==> config.mk <==
export PLATFORM = sky130hd
export DESIGN_NAME = cd_crc_seq
export DESIGN_NICKNAME = d
export VERILOG_FILES = /design/src/rtl/cd_crc_seq.sv
export SDC_FILE = /design/constraint.sdc
export NUM_CORES = 1
export LEC_CHECK = 0
export CORE_UTILIZATION = 44
export DETAILED_ROUTE_END_ITERATION = 12
export MAX_ROUTING_LAYER = met4
export PLACE_DENSITY = 0.75
export SLEW_MARGIN = 30
export SYNTH_ARGS = -nofsm -noshare
export SYNTH_HDL_FRONTEND = slang
export SYNTH_SLANG_ARGS = --single-unit
==> constraint.sdc <==
create_clock -name clk -period 1.43 [get_ports clk]
set_input_delay 0.143 -clock clk [delete_from_list [all_inputs] [get_ports clk]]
set_output_delay 0.143 -clock clk [all_outputs]
set_load 0.05 [all_outputs]
==> src/rtl/cd_crc_seq.sv <==
// MODBUS CRC-16 (reflected poly 0xA001) computed serially, one bit per clock.
// A byte is loaded into an 8-bit shift register and folded into the CRC over
// eight SHIFT cycles, LSB first. The next byte can be accepted on the eighth
// cycle, so a continuous stream runs at one byte per 8 clocks.
//
// Handshake: a byte transfers on any rising edge where din_valid & din_ready
// are both high. din_ready does not depend on din_valid. The source may change
// din/din_valid freely while din_ready is low. clean and reset_n force
// din_ready low, so nothing is accepted in those cycles.
module cd_crc_seq #(
  parameter logic [15:0] INIT  = 16'hFFFF,
  parameter int          CNT_W = 10
) (
  input  logic             clk,
  input  logic             reset_n,
  input  logic             clean,
  input  logic [7:0]       din,
  input  logic             din_valid,
  output logic             din_ready,
  output logic             busy,
  output logic [15:0]      crc_out,
  output logic             crc_ok,
  output logic [CNT_W-1:0] byte_cnt,
  output logic [3:0]       dbg_state
);

  typedef enum logic {
    IDLE  = 1'b0,
    SHIFT = 1'b1
  } state_t;

  localparam logic [CNT_W-1:0] CNT_MAX = '1;
  localparam logic [CNT_W-1:0] OK_MIN  = CNT_W'(3);

  state_t      state;
  logic [7:0]  sr;
  logic [2:0]  bit_cnt;
  logic [15:0] crc;

  logic             last_bit;
  logic             accept;
  logic             fb;
  logic [15:0]      crc_step;
  logic [CNT_W-1:0] cnt_inc;

  // Handshake and one-bit CRC step for the bit currently at sr[0].
  assign last_bit  = (state == SHIFT) && (bit_cnt == 3'd7);
  assign din_ready = reset_n & ~clean & ((state == IDLE) | last_bit);
  assign accept    = din_valid & din_ready;
  assign fb        = crc[0] ^ sr[0];
  assign crc_step  = (crc >> 1) ^ (fb ? 16'hA001 : 16'h0000);
  assign cnt_inc   = (byte_cnt == CNT_MAX) ? byte_cnt : byte_cnt + 1'b1;

  // Main FSM and datapath. crc_ok is computed from the values being loaded
  // so that it always agrees with the state/crc/byte_cnt it sits beside.
  always_ff @(posedge clk) begin
    if (!reset_n) begin
      state    <= IDLE;
      sr       <= 8'h00;
      bit_cnt  <= 3'd0;
      crc      <= INIT;
      byte_cnt <= '0;
      crc_ok   <= 1'b0;
    end else if (clean) begin
      state    <= IDLE;
      sr       <= 8'h00;
      bit_cnt  <= 3'd0;
      crc      <= INIT;
      byte_cnt <= '0;
      crc_ok   <= 1'b0;
    end else begin
      case (state)
        IDLE: begin
          if (accept) begin
            sr      <= din;
            bit_cnt <= 3'd0;
            state   <= SHIFT;
            crc_ok  <= 1'b0;
          end else begin
            crc_ok <= (crc == 16'h0000) && (byte_cnt >= OK_MIN);
          end
        end
        SHIFT: begin
          crc     <= crc_step;
          sr      <= sr >> 1;
          bit_cnt <= bit_cnt + 3'd1;
          if (bit_cnt == 3'd7) begin
            byte_cnt <= cnt_inc;
            if (accept) begin
              sr      <= din;
              bit_cnt <= 3'd0;
              crc_ok  <= 1'b0;
            end else begin
              state  <= IDLE;
              crc_ok <= (crc_step == 16'h0000) && (cnt_inc >= OK_MIN);
            end
          end else begin
            crc_ok <= 1'b0;
          end
        end
        default: begin
          state <= IDLE;
        end
      endcase
    end
  end

  assign busy      = (state == SHIFT);
  assign crc_out   = crc;
  assign dbg_state = {busy, bit_cnt};

endmodule

==> qor_table.md <==
| Group | Metric | Value |
| --- | --- | --- |
| min path | Class of the worst hold path | input port to flop |
| layout | Syn-to-layout area delta | 55.03% |
| layout | Count of filler cells inserted in the layout | 310 |
| placement | Placed cell area | 2728 um^2 |
| sta | Headroom to the max-slew limit | 76.43% |
| critical path | Critical path startpoint category | flop |
| synth | Mean instance size in the synthesized netlist | 9.106 um^2 |
| run status | Outcome | complete, but fails checks |
| sta | Final cycle utilization of the critical path | 110.6% |
| floorplanning | Die H | 67.77 um |
| floorplanning | DIE AREA | 4592 um^2 |
| synth | Gate count of the mapped netlist | 209 |
| critical path | Number of cells on the critical path | 6 |
| sta | Setup slack of the critical path after layout | -0.1515 ns |
| grt | Initial antenna violation count | 0 |
| power | Peak VDD IR | 0.0008586 V |
| power | Power per Cell Area | 784.5 nW/um^2 |
| synth | Share of the synthesized area in compound gates (AO/OA/AOI/OAI) | 10.85% |
| critical path | Cell class contributing the biggest share of worst-path delay | flip-flops |
| route | Post-detailed-route wirelength per cell | 14.59 um |
| synth | Largest family of logic cells by synthesized area | simple AND/OR/NAND/NOR gates |
| critical path | Maximum single-stage delay on the critical path | 0.36 ns |
| placement | HPWL after detailed placement | 3.293 mm |
| route | Number of violations reported at the end of detailed-routing iteration 0 | 88 |
| critical path | Crit-path slowest cell | sky130_fd_sc_hd__dfxtp_4 |
| critical path | CP cell instances | ha_4 > ha_4 > nor2b_4 > nor2_4 > buf_6 > buf_12 |
| clocking | Number of clock buffers inserted by TritonCTS | 5 |
| critical path | Start point of the critical path | bit_cnt[1] |
| grt | Global router's overall resource usage | 23.26% |
| grt | Largest net degree at the start of global routing | 20 |
| clocking | Clock Sink Count | 39 |
| layout | Final net count | 287 |
| critical path | Critical path start-end classification | flop to primary output |
| sta | Fin Hold WS | 0.4155 ns |
| floorplanning | Core area | 4086 um^2 |
| synth | Mux contribution to synthesized area | 13.41% |
| power | Register share of total power | 47.0% |
| layout | Design Area, Final | 2950 um^2 |
| critical path | Launch point of the worst reg-to-reg path | byte_cnt[0] |
| synth | Xor/xnor cell area share of the yosys netlist | 4.142% |
| sta | Final worst path period need | 1.582 ns |
| sta | Fmax | 632.3 MHz |
| sta | Unrepaired setup endpoints after global routing | yes |
| layout | Inserted Diodes | 0 |
| placement | Quantity of I/O buffers inserted on ports | 44 |
| route | Drt drc | 0 |
| clocking | Clock-pin slew on the worst setup and hold paths | 0.09 ns |
| sta | Slew Limit Fails | 0 |
| critical path | Critical path data required time | 1.29 ns |
| min path | Number of cells on the worst hold path | 3 |
| floorplanning | Number of placement rows | 23 |
| layout | Commonest non-fill, non-tap cells in the layout | sky130_fd_sc_hd__buf_4 (51), sky130_fd_sc_hd__dfxtp_1 (25), sky130_fd_sc_hd__mux2i_1 (24) |
| clocking | Clock latency at the later pin of the worst-skew pair | 0.30 ns |
| critical path | Kind of capture point of the worst setup path | primary output |
| grt | Via count of the first global-routing pass | 1,630 |
| synth | Mapped Nets | 224 |
| sta | Maximum clock skew at final layout | 0.01220 ns |
| synth | Fraction of the mapped netlist area in adder cells | 1.972% |
| synth | Share of the yosys chip area belonging to registers | 41.03% |
| synth | Netlist area before placement | 1903 um^2 |
| clocking | TritonCTS clock tree | done |
| sta | Least-Margin Pin Slew | 0.3508 ns |
| route | DR pass1 iterations | 4 |
| floorplanning | Die X-Extent | 67.77 um |
| grt | Total overflow reported by the global router | 0 |
| synth | Total of flip-flops plus latches after synthesis | 39 |
| critical path | Arrival time at the worst endpoint | 1.44 ns |
| run status | Violated checks | negative setup slack |
| layout | Util after Layout | 72.20% |
| clocking | CTS max path bufs | 2 |
| clocking | Clk root buf | sky130_fd_sc_hd__clkbuf_8 |
| synth | Number of different library cells in the post-synthesis netlist | 34 |
| synth | YS warnings | 0 |
| layout | Layout cell share with drive strength beyond 1 | 41.76% |
| layout | Most frequent standard cell in the layout excluding fill and tap cells | sky130_fd_sc_hd__buf_4 |
| floorplanning | IO Count | 45 |
| sta | Total setup violations reported at the end of the flow | 5 |
| route | Total detailed-routing wirelength | 4.713 mm |
| grt | Global-route wire length before repair | 7.555 mm |
| clocking | H-tree lvl count | 2 |
| route | Antenna Violating Nets Remaining | 0 |
| route | DR vias | 1,722 |
| critical path | Number of cells traversed by the worst register-to-register path | 5 |
| critical path | CP dominant cell by count | sky130_fd_sc_hd__ha_4 |
| placement | Final Wtd Congestion | 0.9933 |
| layout | Area taken by multi-input logic gates | 1071 um^2 |
| power | Clock power frac | 44.8% |
| power | Reported leakage power | 0.001138 uW |
| route | Detail-routed via count per cell | 5.331 |
| clocking | Hold_buf cts | 0 |
| power | Switching power total | 512.8 uW |
| power | Switching share of total power | 22.15% |
| sta | Endpoints failing hold | 0 |
| critical path | Biggest fanout along the worst timing path | 3 |
| critical path | Crit path buf inv count | 2 |
| synth | Synth Area in Simple Gates | 19.99% |
| power | Combinational power share | 8.3% |
| power | Internal | 1802 uW |
| floorplanning | Initial core utilization | 46.57% |
| layout | Sequential Area | 818.3 um^2 |
| min path | Worst min-delay path startpoint | din[7] |
| job | Max Cap Viol | 0 |
-- cells in the mapped netlist --
library cell,number,area [um^2]
sky130_fd_sc_hd__nand2b_1,2,12.51
sky130_fd_sc_hd__nand4_1,3,18.77
sky130_fd_sc_hd__a31oi_1,5,31.28
sky130_fd_sc_hd__ha_1,3,37.54
sky130_fd_sc_hd__and4_1,3,26.28
sky130_fd_sc_hd__nand3b_1,1,7.510
sky130_fd_sc_hd__nor2_1,20,75.07
sky130_fd_sc_hd__nand2_1,24,90.09
sky130_fd_sc_hd__nor2_2,1,6.260
sky130_fd_sc_hd__dfxtp_1,39,780.8
sky130_fd_sc_hd__nor3b_1,1,7.510
sky130_fd_sc_hd__a21oi_1,4,20.02
sky130_fd_sc_hd__o211ai_1,1,7.510
sky130_fd_sc_hd__mux2i_1,24,240.2
sky130_fd_sc_hd__nand2_4,1,11.26
sky130_fd_sc_hd__nor3_1,4,20.02
sky130_fd_sc_hd__mux2_4,1,15.01
sky130_fd_sc_hd__a41oi_1,1,8.760
sky130_fd_sc_hd__buf_4,16,120.1
sky130_fd_sc_hd__o41ai_2,1,16.27
sky130_fd_sc_hd__and4_4,1,11.26
sky130_fd_sc_hd__a311o_1,1,10.01
sky130_fd_sc_hd__nor4_1,4,25.02
sky130_fd_sc_hd__buf_2,5,25.02
sky130_fd_sc_hd__a211oi_1,11,82.58
sky130_fd_sc_hd__buf_1,3,11.26
sky130_fd_sc_hd__nor2b_1,3,18.77
sky130_fd_sc_hd__o21ai_0,6,30.03
sky130_fd_sc_hd__and3_1,3,18.77
sky130_fd_sc_hd__and2_0,1,6.260
sky130_fd_sc_hd__xnor2_1,6,52.55
sky130_fd_sc_hd__nand3_1,5,25.02
sky130_fd_sc_hd__xor2_1,3,26.28
sky130_fd_sc_hd__clkbuf_1,2,7.510
-- final cells by class --
type                    instances  area share [%]
flip-flops and latches         39           27.74
multi-input cells             144           36.30
well taps                      50           2.120
clock buffers                   6           3.181
clock inverters                 2           1.272
repair buffers                 82           29.39
-- sequential cells by signal, indices dropped and copies added (netlist names) --
register and flops:
bit_cnt 3, busy 1, byte_cnt 10, crc_ok 1, crc_out 16, sr 8
-- tightest hold or removal path: stages --
cell and delay (ns):
sky130_fd_sc_hd__clkdlybuf4s50_1 0.40, sky130_fd_sc_hd__nand3_1 0.08, sky130_fd_sc_hd__a21oi_1 0.05
-- cell families (layout without fill, tap and decap cells) --
| group | count (synthesis) | after routing |
|---|---|---|
| AOI/OAI and AO/OA | 30 | 30 |
| xor gates and xnor gates | 9 | 9 |
| adders and majority gates | 3 | 3 |
| buffers and inverters | 26 | 90 |
| DFF | 39 | 39 |
| muxes | 25 | 25 |
| and+or+nand+nor | 77 | 77 |
-- power by group through the flow --
stage	clock network, uW	registers (uW)	logic [uW]
2_1_floorplan	0	1120	93.4
3_3_place_gp	0	1110	182
3_5_place_dp	0	1110	184
4_1_cts	1050	1090	187
5_1_grt	1110	1090	202
6_report	1040	1090	191
-- final timing paths --
| kind | endpoint | slack [ns] |
|---|---|---|
| max reg2reg | crc_ok | -0.10 |
| min reg2reg | sr[7] | 0.50 |
| max | din_ready | -0.15 |
| min | sr[7] | 0.42 |
-- routing by layer --
metal | track usage [%] | up-vias | wire, um
met5 | - | - | 0
met4 | 6.915 | 0 | 78
met3 | 6.081 | 8 | 143
met2 | 38.99 | 35 | 2403
met1 | 26.95 | 822 | 2087
li1 | - | 857 | -
-- metrics by stage --
| step | cells | setup WS, ns | power (uW) | setup TNS, ns |
|---|---|---|---|---|
| 2_1_floorplan | 209 | -0.2021 | 1214 | -2.137 |
| 3_3_place_gp | 311 | -0.08262 | 1294 | -0.1955 |
| 3_5_place_dp | 311 | -0.1716 | 1297 | -0.4960 |
| 4_1_cts | 321 | -0.1649 | 2327 | -0.5543 |
| 5_1_grt | 323 | -0.2044 | 2398 | -1.207 |
| 6_report | 323 | -0.1515 | 2315 | -0.3418 |
-- what timing repair did --
item / CTS / global route
resized for setup: 8 / 10
setup buffers: 2 / 2
pin swaps: 3 / 9
setup endpoints to repair: 9 / 20
Power figures use the tool's default switching activity.
